<file path="src/rtl/axicb_pkg.sv">
// Shared crossbar definitions: master index width helper and the AW lock state.
package axicb_pkg;

  typedef enum logic {UNLOCKED, LOCKED} aw_lock_e;

  function automatic int mst_idx_w(input int n);
    return (n > 1) ? $clog2(n) : 1;
  endfunction

endpackage

</file>
<file path="src/rtl/axicb_slv_wr_arbiter_if.sv">
// AW/W bundle between the per-master stage and one slave write path.
// slave modport = arbiter view, master modport = surrounding environment.
interface axicb_slv_wr_arbiter_if #(
  parameter int MST_NB = 4,
  parameter int AWCH_W = 8,
  parameter int WCH_W  = 8
);
  logic [MST_NB-1:0]        i_awvalid;
  logic [MST_NB-1:0]        i_awready;
  logic [MST_NB*AWCH_W-1:0] i_awch;
  logic [MST_NB-1:0]        i_wvalid;
  logic [MST_NB-1:0]        i_wready;
  logic [MST_NB-1:0]        i_wlast;
  logic [MST_NB*WCH_W-1:0]  i_wch;
  logic                     o_awvalid;
  logic                     o_awready;
  logic [AWCH_W-1:0]        o_awch;
  logic                     o_wvalid;
  logic                     o_wready;
  logic                     o_wlast;
  logic [WCH_W-1:0]         o_wch;

  modport slave (
    input  i_awvalid, i_awch, i_wvalid, i_wlast, i_wch, o_awready, o_wready,
    output i_awready, i_wready, o_awvalid, o_awch, o_wvalid, o_wlast, o_wch
  );

  modport master (
    output i_awvalid, i_awch, i_wvalid, i_wlast, i_wch, o_awready, o_wready,
    input  i_awready, i_wready, o_awvalid, o_awch, o_wvalid, o_wlast, o_wch
  );
endinterface

</file>
<file path="src/rtl/axicb_rr_arbiter.sv">
// Round-robin arbiter with a lock that freezes the selection until ack,
// keeping the downstream valid stable. Shared with the AR-channel arbiter.
module axicb_rr_arbiter
  import axicb_pkg::*;
#(
  parameter  int REQ_NB = 4,
  localparam int IDX_W  = mst_idx_w(REQ_NB)
) (
  input  logic              aclk,
  input  logic              aresetn,
  input  logic [REQ_NB-1:0] req,
  input  logic              en,
  input  logic              ack,
  output logic              vld,
  output logic [REQ_NB-1:0] gnt,
  output logic [IDX_W-1:0]  gnt_idx
);

  aw_lock_e         state_q, state_d;
  logic [IDX_W-1:0] ptr_q, ptr_d;
  logic [IDX_W-1:0] lock_idx_q, lock_idx_d;
  logic             sel_found;
  logic [IDX_W-1:0] sel_idx;

  // first requester at or after the pointer, wrapping modulo REQ_NB
  always_comb begin
    sel_found = 1'b0;
    sel_idx   = '0;
    for (int i = 0; i < REQ_NB; i++) begin
      if (!sel_found && req[(int'(ptr_q) + i) % REQ_NB]) begin
        sel_found = 1'b1;
        sel_idx   = IDX_W'((int'(ptr_q) + i) % REQ_NB);
      end
    end
  end

  always_comb begin
    state_d    = state_q;
    ptr_d      = ptr_q;
    lock_idx_d = lock_idx_q;
    vld        = 1'b0;
    gnt_idx    = '0;
    case (state_q)
      UNLOCKED: begin
        if (en && sel_found) begin
          vld     = 1'b1;
          gnt_idx = sel_idx;
          if (!ack) begin
            state_d    = LOCKED;
            lock_idx_d = sel_idx;
          end
        end
      end
      LOCKED: begin
        vld     = 1'b1;
        gnt_idx = lock_idx_q;
      end
      default: state_d = UNLOCKED;
    endcase
    if (vld && ack) begin
      state_d = UNLOCKED;
      ptr_d   = (gnt_idx == IDX_W'(REQ_NB - 1)) ? '0 : gnt_idx + IDX_W'(1);
    end
  end

  always_comb begin
    gnt = '0;
    if (vld) gnt[gnt_idx] = 1'b1;
  end

  always_ff @(posedge aclk or negedge aresetn) begin
    if (!aresetn) begin
      state_q    <= UNLOCKED;
      ptr_q      <= '0;
      lock_idx_q <= '0;
    end else begin
      state_q    <= state_d;
      ptr_q      <= ptr_d;
      lock_idx_q <= lock_idx_d;
    end
  end

endmodule

</file>
<file path="src/rtl/axicb_slv_wr_arbiter.sv">
// Slave-side AW/W arbiter: round-robin AW grants queued in a grant FIFO that
// steers W bursts in grant order. Optional W stall watchdog: AXICB_W_TIMEOUT_EN.
module axicb_slv_wr_arbiter
  import axicb_pkg::*;
#(
  parameter int MST_NB         = 4,
  parameter int GNT_FIFO_DEPTH = 4,
  parameter int AWCH_W         = 8,
  parameter int WCH_W          = 8
`ifdef AXICB_W_TIMEOUT_EN
  ,
  parameter int W_TIMEOUT      = 1023
`endif
) (
  input logic                   aclk,
  input logic                   aresetn,
  axicb_slv_wr_arbiter_if.slave bus
`ifdef AXICB_W_TIMEOUT_EN
  ,
  output logic                  o_w_timeout
`endif
);

  localparam int IDX_W = mst_idx_w(MST_NB);
  localparam int PTR_W = $clog2(GNT_FIFO_DEPTH);
  localparam int CNT_W = PTR_W + 1;

  logic              aw_vld, aw_en, aw_hs;
  logic [MST_NB-1:0] aw_gnt;
  logic [IDX_W-1:0]  aw_idx;

  logic [IDX_W-1:0]  fifo_mem [GNT_FIFO_DEPTH];
  logic [PTR_W-1:0]  wr_ptr_q, rd_ptr_q;
  logic [CNT_W-1:0]  cnt_q;
  logic              fifo_full, fifo_empty, push, pop;
  logic [IDX_W-1:0]  head;
  logic              w_hs;
  logic [MST_NB-1:0] w_rdy;

  assign fifo_full  = (cnt_q == CNT_W'(GNT_FIFO_DEPTH));
  assign fifo_empty = (cnt_q == '0);
  // reset also masks the combinational path so nothing is offered while held
  assign aw_en      = aresetn & ~fifo_full;

  axicb_rr_arbiter #(.REQ_NB(MST_NB)) u_aw_arb (
    .aclk    (aclk),
    .aresetn (aresetn),
    .req     (bus.i_awvalid),
    .en      (aw_en),
    .ack     (bus.o_awready),
    .vld     (aw_vld),
    .gnt     (aw_gnt),
    .gnt_idx (aw_idx)
  );

  assign aw_hs         = aw_vld & bus.o_awready;
  assign bus.o_awvalid = aw_vld;
  assign bus.o_awch    = aw_vld ? bus.i_awch[aw_idx*AWCH_W +: AWCH_W] : '0;
  assign bus.i_awready = aw_gnt & {MST_NB{bus.o_awready}};

  // strict full: no push while full, even alongside a pop
  assign push = aw_hs & ~fifo_full;
  assign head = fifo_mem[rd_ptr_q];

  assign bus.o_wvalid = ~fifo_empty & bus.i_wvalid[head];
  assign bus.o_wlast  = ~fifo_empty & bus.i_wlast[head];
  assign bus.o_wch    = fifo_empty ? '0 : bus.i_wch[head*WCH_W +: WCH_W];
  assign w_hs         = bus.o_wvalid & bus.o_wready;
  assign pop          = w_hs & bus.o_wlast;

  always_comb begin
    w_rdy = '0;
    if (!fifo_empty) w_rdy[head] = bus.o_wready;
  end
  assign bus.i_wready = w_rdy;

  always_ff @(posedge aclk or negedge aresetn) begin
    if (!aresetn) begin
      wr_ptr_q <= '0;
      rd_ptr_q <= '0;
      cnt_q    <= '0;
    end else begin
      if (push) wr_ptr_q <= wr_ptr_q + PTR_W'(1);
      if (pop)  rd_ptr_q <= rd_ptr_q + PTR_W'(1);
      case ({push, pop})
        2'b10:   cnt_q <= cnt_q + CNT_W'(1);
        2'b01:   cnt_q <= cnt_q - CNT_W'(1);
        default: cnt_q <= cnt_q;
      endcase
    end
  end

  always_ff @(posedge aclk) begin
    if (push) fifo_mem[wr_ptr_q] <= aw_idx;
  end

`ifdef AXICB_W_TIMEOUT_EN
  logic [15:0] to_cnt_q;

  // flag rises on the same edge the counter reaches W_TIMEOUT
  always_ff @(posedge aclk or negedge aresetn) begin
    if (!aresetn) begin
      to_cnt_q    <= '0;
      o_w_timeout <= 1'b0;
    end else if (fifo_empty || w_hs) begin
      to_cnt_q <= '0;
    end else if (to_cnt_q != '1) begin
      to_cnt_q <= to_cnt_q + 16'd1;
      if (32'(to_cnt_q) + 32'd1 >= 32'(W_TIMEOUT)) o_w_timeout <= 1'b1;
    end
  end
`endif

endmodule

</file>
<file path="src/flat_wrapper.sv">
// flat-port wrapper written by rule: the top's interface ports become plain ports
module axicb_slv_wr_arbiter_flat import axicb_pkg::*;
#(
  parameter int MST_NB         = 4,
  parameter int GNT_FIFO_DEPTH = 4,
  parameter int AWCH_W         = 8,
  parameter int WCH_W          = 8

)
  (aclk, aresetn, bus_i_awvalid, bus_i_awch, bus_i_wvalid, bus_i_wlast, bus_i_wch, bus_o_awready, bus_o_wready, bus_i_awready, bus_i_wready, bus_o_awvalid, bus_o_awch, bus_o_wvalid, bus_o_wlast, bus_o_wch);
  axicb_slv_wr_arbiter_if #(.MST_NB(MST_NB), .AWCH_W(AWCH_W), .WCH_W(WCH_W)) bus_i ();
  input logic aclk;
  input logic aresetn;
  input wire logic [$bits(bus_i.i_awvalid)-1:0] bus_i_awvalid;
  input wire logic [$bits(bus_i.i_awch)-1:0] bus_i_awch;
  input wire logic [$bits(bus_i.i_wvalid)-1:0] bus_i_wvalid;
  input wire logic [$bits(bus_i.i_wlast)-1:0] bus_i_wlast;
  input wire logic [$bits(bus_i.i_wch)-1:0] bus_i_wch;
  input wire logic [$bits(bus_i.o_awready)-1:0] bus_o_awready;
  input wire logic [$bits(bus_i.o_wready)-1:0] bus_o_wready;
  output wire logic [$bits(bus_i.i_awready)-1:0] bus_i_awready;
  output wire logic [$bits(bus_i.i_wready)-1:0] bus_i_wready;
  output wire logic [$bits(bus_i.o_awvalid)-1:0] bus_o_awvalid;
  output wire logic [$bits(bus_i.o_awch)-1:0] bus_o_awch;
  output wire logic [$bits(bus_i.o_wvalid)-1:0] bus_o_wvalid;
  output wire logic [$bits(bus_i.o_wlast)-1:0] bus_o_wlast;
  output wire logic [$bits(bus_i.o_wch)-1:0] bus_o_wch;
  assign bus_i.i_awvalid = bus_i_awvalid;
  assign bus_i.i_awch = bus_i_awch;
  assign bus_i.i_wvalid = bus_i_wvalid;
  assign bus_i.i_wlast = bus_i_wlast;
  assign bus_i.i_wch = bus_i_wch;
  assign bus_i.o_awready = bus_o_awready;
  assign bus_i.o_wready = bus_o_wready;
  assign bus_i_awready = bus_i.i_awready;
  assign bus_i_wready = bus_i.i_wready;
  assign bus_o_awvalid = bus_i.o_awvalid;
  assign bus_o_awch = bus_i.o_awch;
  assign bus_o_wvalid = bus_i.o_wvalid;
  assign bus_o_wlast = bus_i.o_wlast;
  assign bus_o_wch = bus_i.o_wch;
  axicb_slv_wr_arbiter #(.MST_NB(MST_NB), .GNT_FIFO_DEPTH(GNT_FIFO_DEPTH), .AWCH_W(AWCH_W), .WCH_W(WCH_W)) u_core (.aclk(aclk), .aresetn(aresetn), .bus(bus_i));
endmodule
</file>
<file path="config.mk">
export PLATFORM = sky130hd
export DESIGN_NAME = axicb_slv_wr_arbiter_flat
export DESIGN_NICKNAME = d
export VERILOG_FILES = /design/src/rtl/axicb_pkg.sv /design/src/rtl/axicb_slv_wr_arbiter_if.sv /design/src/rtl/axicb_rr_arbiter.sv /design/src/rtl/axicb_slv_wr_arbiter.sv /design/src/flat_wrapper.sv
export SDC_FILE = /design/constraint.sdc
export NUM_CORES = 1
export LEC_CHECK = 0
export CAP_MARGIN = 20
export CORE_MARGIN = 5
export CORE_UTILIZATION = 41
export DETAILED_ROUTE_END_ITERATION = 10
export GPL_ROUTABILITY_DRIVEN = 0
export GPL_TIMING_DRIVEN = 0
export PLACE_DENSITY_LB_ADDON = 0.3
export SETUP_SLACK_MARGIN = 0.5
export SLEW_MARGIN = 10
export SYNTH_ARGS = -nofsm -noshare
export SYNTH_HDL_FRONTEND = slang
export SYNTH_HIERARCHICAL = 1
export SYNTH_SLANG_ARGS = --single-unit
</file>
<file path="constraint.sdc">
create_clock -name aclk -period 4.4 [get_ports aclk]
set_input_delay 0.44 -clock aclk [delete_from_list [all_inputs] [get_ports aclk]]
set_output_delay 0.44 -clock aclk [all_outputs]
set_load 0.01 [all_outputs]
</file>
==> reports/metrics.cfg, run 1 <==
[floorplanning]
start_util_pct=42.0
die_area_um2=5860
die_height_um=76.5
row_count=24
die-width_um=76.5
io_count=107
core_region_area_um2=4320

[critical_path]
r2r_slack_ns=1.40
worstSetupPathType=reg2out
timing.critical_path.from=u_core/cnt_q[0]$_DFFE_PN0P_
reg2regPathDepth=10
critPathCapture=bus_o_awch[0]
crit_path_max_fanout=8
crit_path_end_kind=primary output
critPathRequiredTime_ns=3.96
critical_path.reg2reg.startpoint=u_core/rd_ptr_q[0]$_DFFE_PN0P_
worstPathArrival_ns=3.27
kind_of_start_point_of_the_critical_path=flop
r2r_endpoint=u_core/cnt_q[2]$_DFFE_PN0P_

[cells_and_area]
layout-drive-gt1-share_pct=15.4
insertedDiodeCount=0
area_delta_synth_final_pct=66.4
number_of_nets_in_the_layout=357
fin_area_um2=3020
layout.cells.non_filler=318

[clocking]
cts.path.max_buffers=2
clk_root_buffer_cell=sky130_fd_sc_hd__clkbuf_8
cts_tree=built
post_cts_clock_slew_at_the_launch_and_capture_registers_of_the_worst_setup_and_hold_paths_ns=0.07
cts.sinks=20
numCtsBuffers=3
later_pin_clock_latency_in_the_skew_report_ns=0.26
h-tree-depth=1

[global_routing]
grt_antenna_before_repair=0
first_global_vias=1795
overflow=0
grt_first_pass_wirelength_um=8700
globalRouteTotalUtil_pct=18.3
grt_max_degree=14

[routing]
route.vias.total=1655
first_pass_iters=4
post-route-drc-count=0
post_drt_wl_per_cell_um=16.5
route.detailed.vias_per_inst=5.20
highest-signal-layer=met4
dr_wl_met2_um=2690
drt-total-wl_um=5240
met1_length_um=2060
drtIter0Drc=11
drt.antenna.violating_nets=0
detailroute.wirelength.met3_um=460

[synth]
synth_top_family_by_area=multiplexers
fraction_of_the_mapped_netlist_area_in_compound_gates_pct=8.20
netlist_area_um2=1820
synth_cells=155
synth_edf_count=8
yosys_warnings=6
synth_xor_area_share_pct=2.89
post_synth_mux_area_share_pct=28.3
yosys.area_share.adder_pct=7.31
synth_top_flop_cell=sky130_fd_sc_hd__dfrtp_1
post_synthesis_simple_gate_area_fraction_pct=20.0
yosysSeqAreaShare_pct=29.8
async_reset_ff_share_pct=60.0
synth.net_count=245
yosysUniqueCellTypes=39
post_synth.cell_area_avg_um2=11.7
postSynthRegisterBits=20

[power]
design_internal_power_mw=1.01
power.combinational.fraction_pct=67.8
p_leak_nw=1.16
sequential_group_share_of_total_power_pct=20.6
share_of_power_burned_in_the_clock_network_pct=11.6
power_per_cell_area_nw_per_um2=519
switching_power_share_of_the_total_pct=35.5
netSwitchingPower_uw=557
worst_ir_drop_vdd_v=0.000281

[sta]
layout_setup_ws_ns=0.693
report.final.setup_viol=0
hold-worst-slack_ns=0.0555
maxSlewViolCount=0
grt_setup_unrepaired=no
timing.max_slew.rel_slack_pct=68.3
count_of_endpoints_failing_hold_in_the_final_timing_report=0
fin_skew_ns=0.000853
fmax_ghz=0.270
period_minus_slack_ns=3.71
share_of_the_clock_period_used_by_the_worst_path_after_layout_pct=84.2
tightest_slew_ns=0.476

[placement]
port-buffer-count=106
place_ws_ns=-0.356
hpwlAfterDp_um=4460
dp.cells=313
detailed_place.area_um2=2940

[status]
status=finished, final reports clean

[min_path]
min_path_type=in2async

[job]
cap_viol_max_count=0

cell usage after synthesis (3+ instances only):
library cell,number,area [um^2]
sky130_fd_sc_hd__and2_1,17,106
sky130_fd_sc_hd__nor3_1,5,25.0
sky130_fd_sc_hd__nand2b_1,3,18.8
sky130_fd_sc_hd__inv_1,9,33.8
sky130_fd_sc_hd__nand2_1,8,30.0
sky130_fd_sc_hd__clkbuf_1,6,22.5
sky130_fd_sc_hd__xor2_1,4,35.0
sky130_fd_sc_hd__nor2b_1,14,87.6
sky130_fd_sc_hd__mux4_2,19,428
sky130_fd_sc_hd__ha_1,9,113
sky130_fd_sc_hd__nor2_1,6,22.5
sky130_fd_sc_hd__edfxtp_1,8,240
sky130_fd_sc_hd__nor3b_1,3,22.5
sky130_fd_sc_hd__dfrtp_1,12,300
cells in the final DEF (no fill, tap or decap), drive strengths merged, types with 5 or more instances in the layout:
cell type and n:
and2 17, inv 10, edfxtp 8, nor3 5, nor2 6, clkbuf 9, ha 9, mux4 21
nand2 8, dfrtp 12, clkdlybuf4s50 105, nor2b 14
state kept, by name, summed over array words and instances, names as in the netlist:
| signal | cells |
|---|---|
| u_core/cnt_q | 3 |
| u_core/fifo_mem | 8 |
| u_core/rd_ptr_q | 2 |
| u_core/u_aw_arb/lock_idx_q | 2 |
| u_core/u_aw_arb/ptr_q | 2 |
| u_core/u_aw_arb/state_q | 1 |
| u_core/wr_ptr_q | 2 |
worst max-delay path, stage by stage, from the launching register on:
cell	delay [ns]
sky130_fd_sc_hd__dfrtp_1	0.40
sky130_fd_sc_hd__inv_1	0.09
sky130_fd_sc_hd__nand3_1	0.10
sky130_fd_sc_hd__and2_1	0.21
sky130_fd_sc_hd__o41ai_2	0.12
sky130_fd_sc_hd__a211o_2	0.34
sky130_fd_sc_hd__o31ai_4	0.28
sky130_fd_sc_hd__clkbuf_4	0.30
sky130_fd_sc_hd__mux4_2	0.52
sky130_fd_sc_hd__and2_1	0.16
sky130_fd_sc_hd__clkdlybuf4s50_1	0.48
logic make-up after synthesis:
family          after synthesis
simple gates                 62
mux                          24
flops                        20
buf+inv                      17
compound gates               16
fa+ha+maj                    10
xor+xnor                      6
worst min path at each step:
stage                                              startpoint                                         to  slack [ns]  cells after the start
finish                                                aresetn             u_core/wr_ptr_q[1]$_DFFE_PN0P_        0.06                      1
global route                                          aresetn             u_core/wr_ptr_q[1]$_DFFE_PN0P_        0.07                      1
global placement    u_core/u_aw_arb/lock_idx_q[0]$_DFFE_PN0P_  u_core/u_aw_arb/lock_idx_q[0]$_DFFE_PN0P_        0.50                      1
detailed placement  u_core/u_aw_arb/lock_idx_q[0]$_DFFE_PN0P_  u_core/u_aw_arb/lock_idx_q[0]$_DFFE_PN0P_        0.50                      1
CTS                                                   aresetn             u_core/wr_ptr_q[1]$_DFFE_PN0P_        0.17                      1
floorplan                                             aresetn                u_core/cnt_q[0]$_DFFE_PN0P_        0.14                      0
routing by layer:
| layer | vias up | GRT usage (%) |
|---|---|---|
| met5 | - | 0 |
| met4 | 0 | 3.15 |
| met3 | 4 | 5.56 |
| met2 | 85 | 33.4 |
| met1 | 778 | 21.2 |
| li1 | 788 | - |
through the flow:
stage / utilization [%] / power, mW / setup TNS [ns]
global route: 69.8 / 1.69 / 0
floorplan: - / 0.962 / 0
detailed placement: 68.0 / 1.39 / -2.70
global placement: 68.0 / 1.36 / -2.33
finish: 69.8 / 1.57 / 0
CTS: 70.0 / 1.59 / 0
what timing repair did:
action                                  in CTS  in global routing
buffers inserted                             1                  0
hold buffers                                 0                  0
pin swaps                                    1                  0
endpoints found under the setup margin      12                  8
gates resized for setup                      5                  4
power by group through the flow:
stage / clock network, mW / registers [mW] / logic, mW
2_1_floorplan: 0 / 0.311 / 0.651
3_3_place_gp: 0 / 0.323 / 1.04
3_5_place_dp: 0 / 0.328 / 1.07
4_1_cts: 0.185 / 0.324 / 1.08
5_1_grt: 0.193 / 0.332 / 1.16
6_report: 0.182 / 0.323 / 1.06
cell type report:
cell class                      instances  area (um^2)
Fill cell                             327         1300
Clock buffer                            3         41.3
Inverter                               10         37.5
Buffer                                  7         32.5
Clock inverter                          1         30.0
Timing Repair Buffer                  107         1060
Sequential cell                        20          541
Tap cell                               52         65.1
Multi-Input combinational cell        118         1210
Note: power is estimated with default switching activity, not from simulation.
==> run 2, diff against run 1 <==
Settings changed: CORE_UTILIZATION 41 to 38.
Clock period 4.4 ns to 3.6 ns, I/O delays scaled along.
==> run 2 against run 1 <==
  * Total power grew 32%
  * Die area grew 6.8%
  * Global-route usage shrank 1.6 points
  * Clock skew grew 0.0018 ns
  * Via count grew 5.1%
  * Critical path depth grew 1
  * Sequential cell count is the same
  * Clock-buffer cell count is the same
  * Critical endpoint is now bus_o_awch[4]
  * Largest cell class is now buffers
  * Highest routed layer unchanged
==> reports/metrics.cfg, run 2 (synthesis gave the netlist of run 1 again) <==
[status]
status=finished, final reports clean

[routing]
route.detailed.vias_per_inst=5.14
first_pass_iters=4
post-route-drc-count=0
route.vias.total=1739
drt-total-wl_um=5360
post_drt_wl_per_cell_um=15.9
drt.antenna.violating_nets=0
drtIter0Drc=43

[placement]
detailed_place.area_um2=2940
hpwlAfterDp_um=4290
dp.cells=315
place_ws_ns=-1.00
port-buffer-count=106

[critical_path]
crit_path_max_fanout=5
kind_of_start_point_of_the_critical_path=flop
worstPathArrival_ns=2.69
crit_path_end_kind=primary output
critPathRequiredTime_ns=3.24
worstSetupPathType=reg2out

[cells_and_area]
multi_input_gate_area_um2=1240
layout_top_registers=u_core/fifo_mem x8, u_core/cnt_q x3
area_delta_synth_final_pct=75.9
fin_util_pct=68.1
filler_cell_count=353
regMostFlops=u_core/fifo_mem
fin_area_um2=3190
insertedDiodeCount=0
ff_latch_area_um2=542
mostFrequentLayoutCells=sky130_fd_sc_hd__clkdlybuf4s50_1, sky130_fd_sc_hd__mux4_2, sky130_fd_sc_hd__buf_4, sky130_fd_sc_hd__nor2b_1
layout-drive-gt1-share_pct=27.1
largest_reg_flops=8
layout_commonest_cell=sky130_fd_sc_hd__clkdlybuf4s50_1
layout.cells.non_filler=338
number_of_nets_in_the_layout=375

[global_routing]
first_global_vias=1809
grt_max_degree=13
globalRouteTotalUtil_pct=16.7
grt_antenna_before_repair=0
grt_first_pass_wirelength_um=8370
overflow=0

[sta]
timing.max_slew.rel_slack_pct=63.9
layout_setup_ws_ns=0.549
hold-worst-slack_ns=0.469
fin_skew_ns=0.00269
grt_setup_unrepaired=yes
count_of_endpoints_failing_hold_in_the_final_timing_report=0
timing.setup.tns_ns=0
tightest_slew_ns=0.540
share_of_the_clock_period_used_by_the_worst_path_after_layout_pct=84.8
fmax_ghz=0.328
report.final.setup_viol=0
period_minus_slack_ns=3.05
maxSlewViolCount=0

[floorplanning]
core_region_area_um2=4690
die-width_um=79.1
die_area_um2=6260
die_height_um=79.1
io_count=107
start_util_pct=38.7
row_count=25

[power]
sequential_group_share_of_total_power_pct=19.1
power_per_cell_area_nw_per_um2=646
share_of_power_burned_in_the_clock_network_pct=10.8
p_leak_nw=1.32
switching_power_share_of_the_total_pct=34.5
power.combinational.fraction_pct=70.1
power.total_mw=2.06
worst_ir_drop_vdd_v=0.000310
netSwitchingPower_uw=711
design_internal_power_mw=1.35

[clocking]
cts.path.max_buffers=2
cts.sinks=20
clk_root_buffer_cell=sky130_fd_sc_hd__clkbuf_8
cts_tree=built
post_cts_clock_slew_at_the_launch_and_capture_registers_of_the_worst_setup_and_hold_paths_ns=0.08
numCtsBuffers=3
h-tree-depth=1
later_pin_clock_latency_in_the_skew_report_ns=0.26

[job]
cap_viol_max_count=0

[min_path]
min_path_type=in2async

[run 2: what timing repair did]
action                                  CTS  global route
pin swaps                                 2             6
hold buffers                              2             0
endpoints found under the hold margin    11             0
endpoints found under the setup margin   13            18
setup buffers                            11             6
gates resized for setup                  54            18
[run 2: power groups by stage]
stage / combinational (mW) / clock (mW) / sequential [mW]
after floorplan: 0.796 / 0 / 0.380
after global placement: 1.27 / 0 / 0.395
after detailed placement: 1.28 / 0 / 0.400
after CTS: 1.37 / 0.225 / 0.392
after global routing: 1.58 / 0.239 / 0.406
final: 1.45 / 0.222 / 0.394
[run 2: layer usage]
metal / global-route usage (%) / wire length, um
met1: 19.4 / 2130
met4: 2.92 / 42
met3: 4.99 / 482
met5: 0 / 0
met2: 30.6 / 2710
[run 2: worst paths after layout]
kind                                                      startpoint                                         to  slack [ns]  depth (start not counted)
setup / recovery                         u_core/cnt_q[0]$_DFFE_PN0P_                              bus_o_awch[4]        0.55                         11
hold / removal                                               aresetn                u_core/cnt_q[1]$_DFFE_PN0P_        0.47                          2
setup reg to reg                      u_core/rd_ptr_q[0]$_DFFE_PN0P_                u_core/cnt_q[2]$_DFFE_PN0P_        0.67                         10
hold reg to reg            u_core/u_aw_arb/lock_idx_q[0]$_DFFE_PN0P_  u_core/u_aw_arb/lock_idx_q[0]$_DFFE_PN0P_        0.52                          1
max in group asynchronous                                    aresetn             u_core/rd_ptr_q[0]$_DFFE_PN0P_        2.56                          2
min in group aclk          u_core/u_aw_arb/lock_idx_q[0]$_DFFE_PN0P_  u_core/u_aw_arb/lock_idx_q[0]$_DFFE_PN0P_        0.52                          1
[run 2: final cells by class]
| cell class | count | share of cell area (%) |
|---|---|---|
| Multi-Input combinational cell | 118 | 38.7 |
| Clock inverter | 1 | 0.940 |
| Timing Repair Buffer | 125 | 37.6 |
| Clock buffer | 3 | 1.29 |
| Sequential cell | 20 | 17.0 |
| Buffer | 7 | 1.21 |
| Tap cell | 54 | 2.12 |
| Inverter | 10 | 1.18 |
[run 2: critical path: stages (launching register included)]
cell                       delay [ns]
sky130_fd_sc_hd__dfrtp_1         0.38
sky130_fd_sc_hd__inv_2           0.05
sky130_fd_sc_hd__nand3_2         0.06
sky130_fd_sc_hd__and2_4          0.16
sky130_fd_sc_hd__o41ai_4         0.07
sky130_fd_sc_hd__a211o_2         0.34
sky130_fd_sc_hd__o31ai_4         0.27
sky130_fd_sc_hd__clkbuf_8        0.22
sky130_fd_sc_hd__buf_6           0.11
sky130_fd_sc_hd__mux4_2          0.48
sky130_fd_sc_hd__and2_4          0.17
sky130_fd_sc_hd__buf_6           0.11
==> run 3, diff against run 2 <==
Settings changed: CORE_UTILIZATION 38 to 35.
Clock period 3.6 ns to 2.7 ns, I/O delays scaled along.
==> run 3 against run 2 <==
  * The run now ends with setup timing left
  * Routed wire length rose by 26%
  * Sequential power rose by 32%
  * Setup slack got worse by 0.84 ns
  * Clock power rose by 38%
  * Cell area rose by 16%
==> reports/metrics.cfg, run 3 (synthesis gave the netlist of run 1 again) <==
[floorplanning]
core_region_area_um2=5070
io_count=107
die_area_um2=6730
die-width_um=82.0
die_height_um=82.0
row_count=26
start_util_pct=35.8

[sta]
share_of_the_clock_period_used_by_the_worst_path_after_layout_pct=111
layout_setup_ws_ns=-0.294
maxSlewViolCount=0
tightest_slew_ns=0.818
period_minus_slack_ns=2.99
fin_skew_ns=0.00294
hold-worst-slack_ns=0.513
count_of_endpoints_failing_hold_in_the_final_timing_report=0
grt_setup_unrepaired=yes
timing.max_slew.rel_slack_pct=45.5
fmax_ghz=0.334
report.final.setup_viol=18

[clocking]
later_pin_clock_latency_in_the_skew_report_ns=0.27
cts_tree=built
clk_root_buffer_cell=sky130_fd_sc_hd__clkbuf_8
h-tree-depth=1
post_cts_clock_slew_at_the_launch_and_capture_registers_of_the_worst_setup_and_hold_paths_ns=0.08
cts.sinks=20
numCtsBuffers=3
cts.path.max_buffers=2

[global_routing]
grt_antenna_before_repair=0
overflow=0
grt_max_degree=13
first_global_vias=1998
globalRouteTotalUtil_pct=18.3
grt_first_pass_wirelength_um=9170

[critical_path]
worstSetupPathType=reg2out
kind_of_start_point_of_the_critical_path=flop
crit_path_max_fanout=4
r2r_endpoint=u_core/cnt_q[2]$_DFFE_PN0P_
reg2regPathDepth=10
r2r_slack_ns=-0.05
critical_path.reg2reg.startpoint=u_core/rd_ptr_q[0]$_DFFE_PN0P_
timing.critical_path.from=u_core/cnt_q[1]$_DFFE_PN0P_
critPathRequiredTime_ns=2.43
worstPathArrival_ns=2.72
crit_path_end_kind=primary output

[cells_and_area]
mostFrequentLayoutCells=sky130_fd_sc_hd__clkdlybuf4s50_1, sky130_fd_sc_hd__buf_6, sky130_fd_sc_hd__buf_4
layout-drive-gt1-share_pct=49.7
fin_util_pct=73.0
number_of_nets_in_the_layout=403
regMostFlops=u_core/fifo_mem
layout.cells.non_filler=382
layout_commonest_cell=sky130_fd_sc_hd__clkdlybuf4s50_1
largest_reg_flops=8
fin_area_um2=3700
layout_top_registers=u_core/fifo_mem x8, u_core/cnt_q x3
area_delta_synth_final_pct=104
insertedDiodeCount=0

[status]
failed_checks=setup timing
status=finished, violations left

[min_path]
timing.hold.worst_path_depth=1
min_path_type=reg2reg
worstHoldEndpoint=u_core/u_aw_arb/lock_idx_q[0]$_DFFE_PN0P_
hold_crit_start=u_core/u_aw_arb/lock_idx_q[0]$_DFFE_PN0P_

[routing]
post-route-drc-count=0
drt.antenna.violating_nets=0
route.vias.total=1935
drt-total-wl_um=6730
post_drt_wl_per_cell_um=17.6
route.detailed.vias_per_inst=5.07
first_pass_iters=4
drtIter0Drc=43

[power]
worst_ir_drop_vdd_v=0.000564
power_per_cell_area_nw_per_um2=966
power.total_mw=3.58
p_leak_nw=1.56

[placement]
detailed_place.area_um2=3030
port-buffer-count=106
hpwlAfterDp_um=4450
dp.cells=331

[job]
cap_viol_max_count=0

[run 3: cell types whose count changed in the layout (fill, tap and decap cells not counted), moves of 6 or more]
| cell | change |
|---|---|
| sky130_fd_sc_hd__nor2b_1 | -7 |
| sky130_fd_sc_hd__clkdlybuf4s50_1 | -14 |
| sky130_fd_sc_hd__buf_4 | +10 |
| sky130_fd_sc_hd__buf_6 | +27 |
| sky130_fd_sc_hd__buf_2 | +6 |
| sky130_fd_sc_hd__nor2b_4 | +7 |
[run 3: through the flow]
step                setup TNS (ns)  setup WS (ns)
finish                       -3.12         -0.294
floorplan                  -0.0301        -0.0301
global route                 -4.94         -0.412
CTS                          -2.42         -0.301
detailed placement          -16.46          -1.33
global placement            -15.66          -1.31
[run 3: power breakdown]
group	switching, mW	total, mW	leakage (nW)	internal, mW
Sequential	0.0827	0.522	0.217	0.440
Combinational	1.08	2.75	1.30	1.67
Clock	0.108	0.306	0.0357	0.198
[run 3: worst max-delay path: stages, from the launching register on]
cell                       delay (ns)
sky130_fd_sc_hd__dfrtp_1         0.37
sky130_fd_sc_hd__inv_2           0.05
sky130_fd_sc_hd__nand3_2         0.08
sky130_fd_sc_hd__and2_4          0.17
sky130_fd_sc_hd__o41ai_4         0.08
sky130_fd_sc_hd__a211o_2         0.31
sky130_fd_sc_hd__o31ai_4         0.32
sky130_fd_sc_hd__clkbuf_8        0.21
sky130_fd_sc_hd__buf_6           0.12
sky130_fd_sc_hd__mux4_2          0.48
sky130_fd_sc_hd__and2_4          0.15
sky130_fd_sc_hd__buf_6           0.11
[run 3: worst max-delay path by stage]
stage,end
final,bus_o_awch[4]
after global routing,bus_o_awch[4]
after CTS,bus_o_awch[4]
after detailed placement,bus_o_awch[4]
after global placement,bus_o_awch[4]
after floorplan,u_core/cnt_q[2]$_DFFE_PN0P_
[run 3: what timing repair did]
item	4_1_cts	5_1_grt
resized for setup	164	38
gates cloned	1	0
endpoints found under the setup margin	46	36
hold endpoints to repair	12	0
hold buffers	1	0
setup buffers	27	18
pin swaps	11	12
[run 3: layout make-up]
cell class                      instances  area, um^2
Tap cell                               70        87.6
Clock buffer                            3        41.3
Fill cell                             339        1370
Multi-Input combinational cell        118        1430
Clock inverter                          1        30.0
Buffer                                  7        66.3
Timing Repair Buffer                  153        1470
Inverter                               10        42.5
Sequential cell                        20         542
[run 3: routing by layer]
metal  track usage (%)  vias up  routed length [um]  part of all wire, %
met5                 0        -                   0                    0
met4              6.48        0                 173                  2.6
met3              8.00       19                1010                   15
met2              33.8      139                3410                   51
met1              18.1      896                2150                   32
li1                  -      881                   -                    -
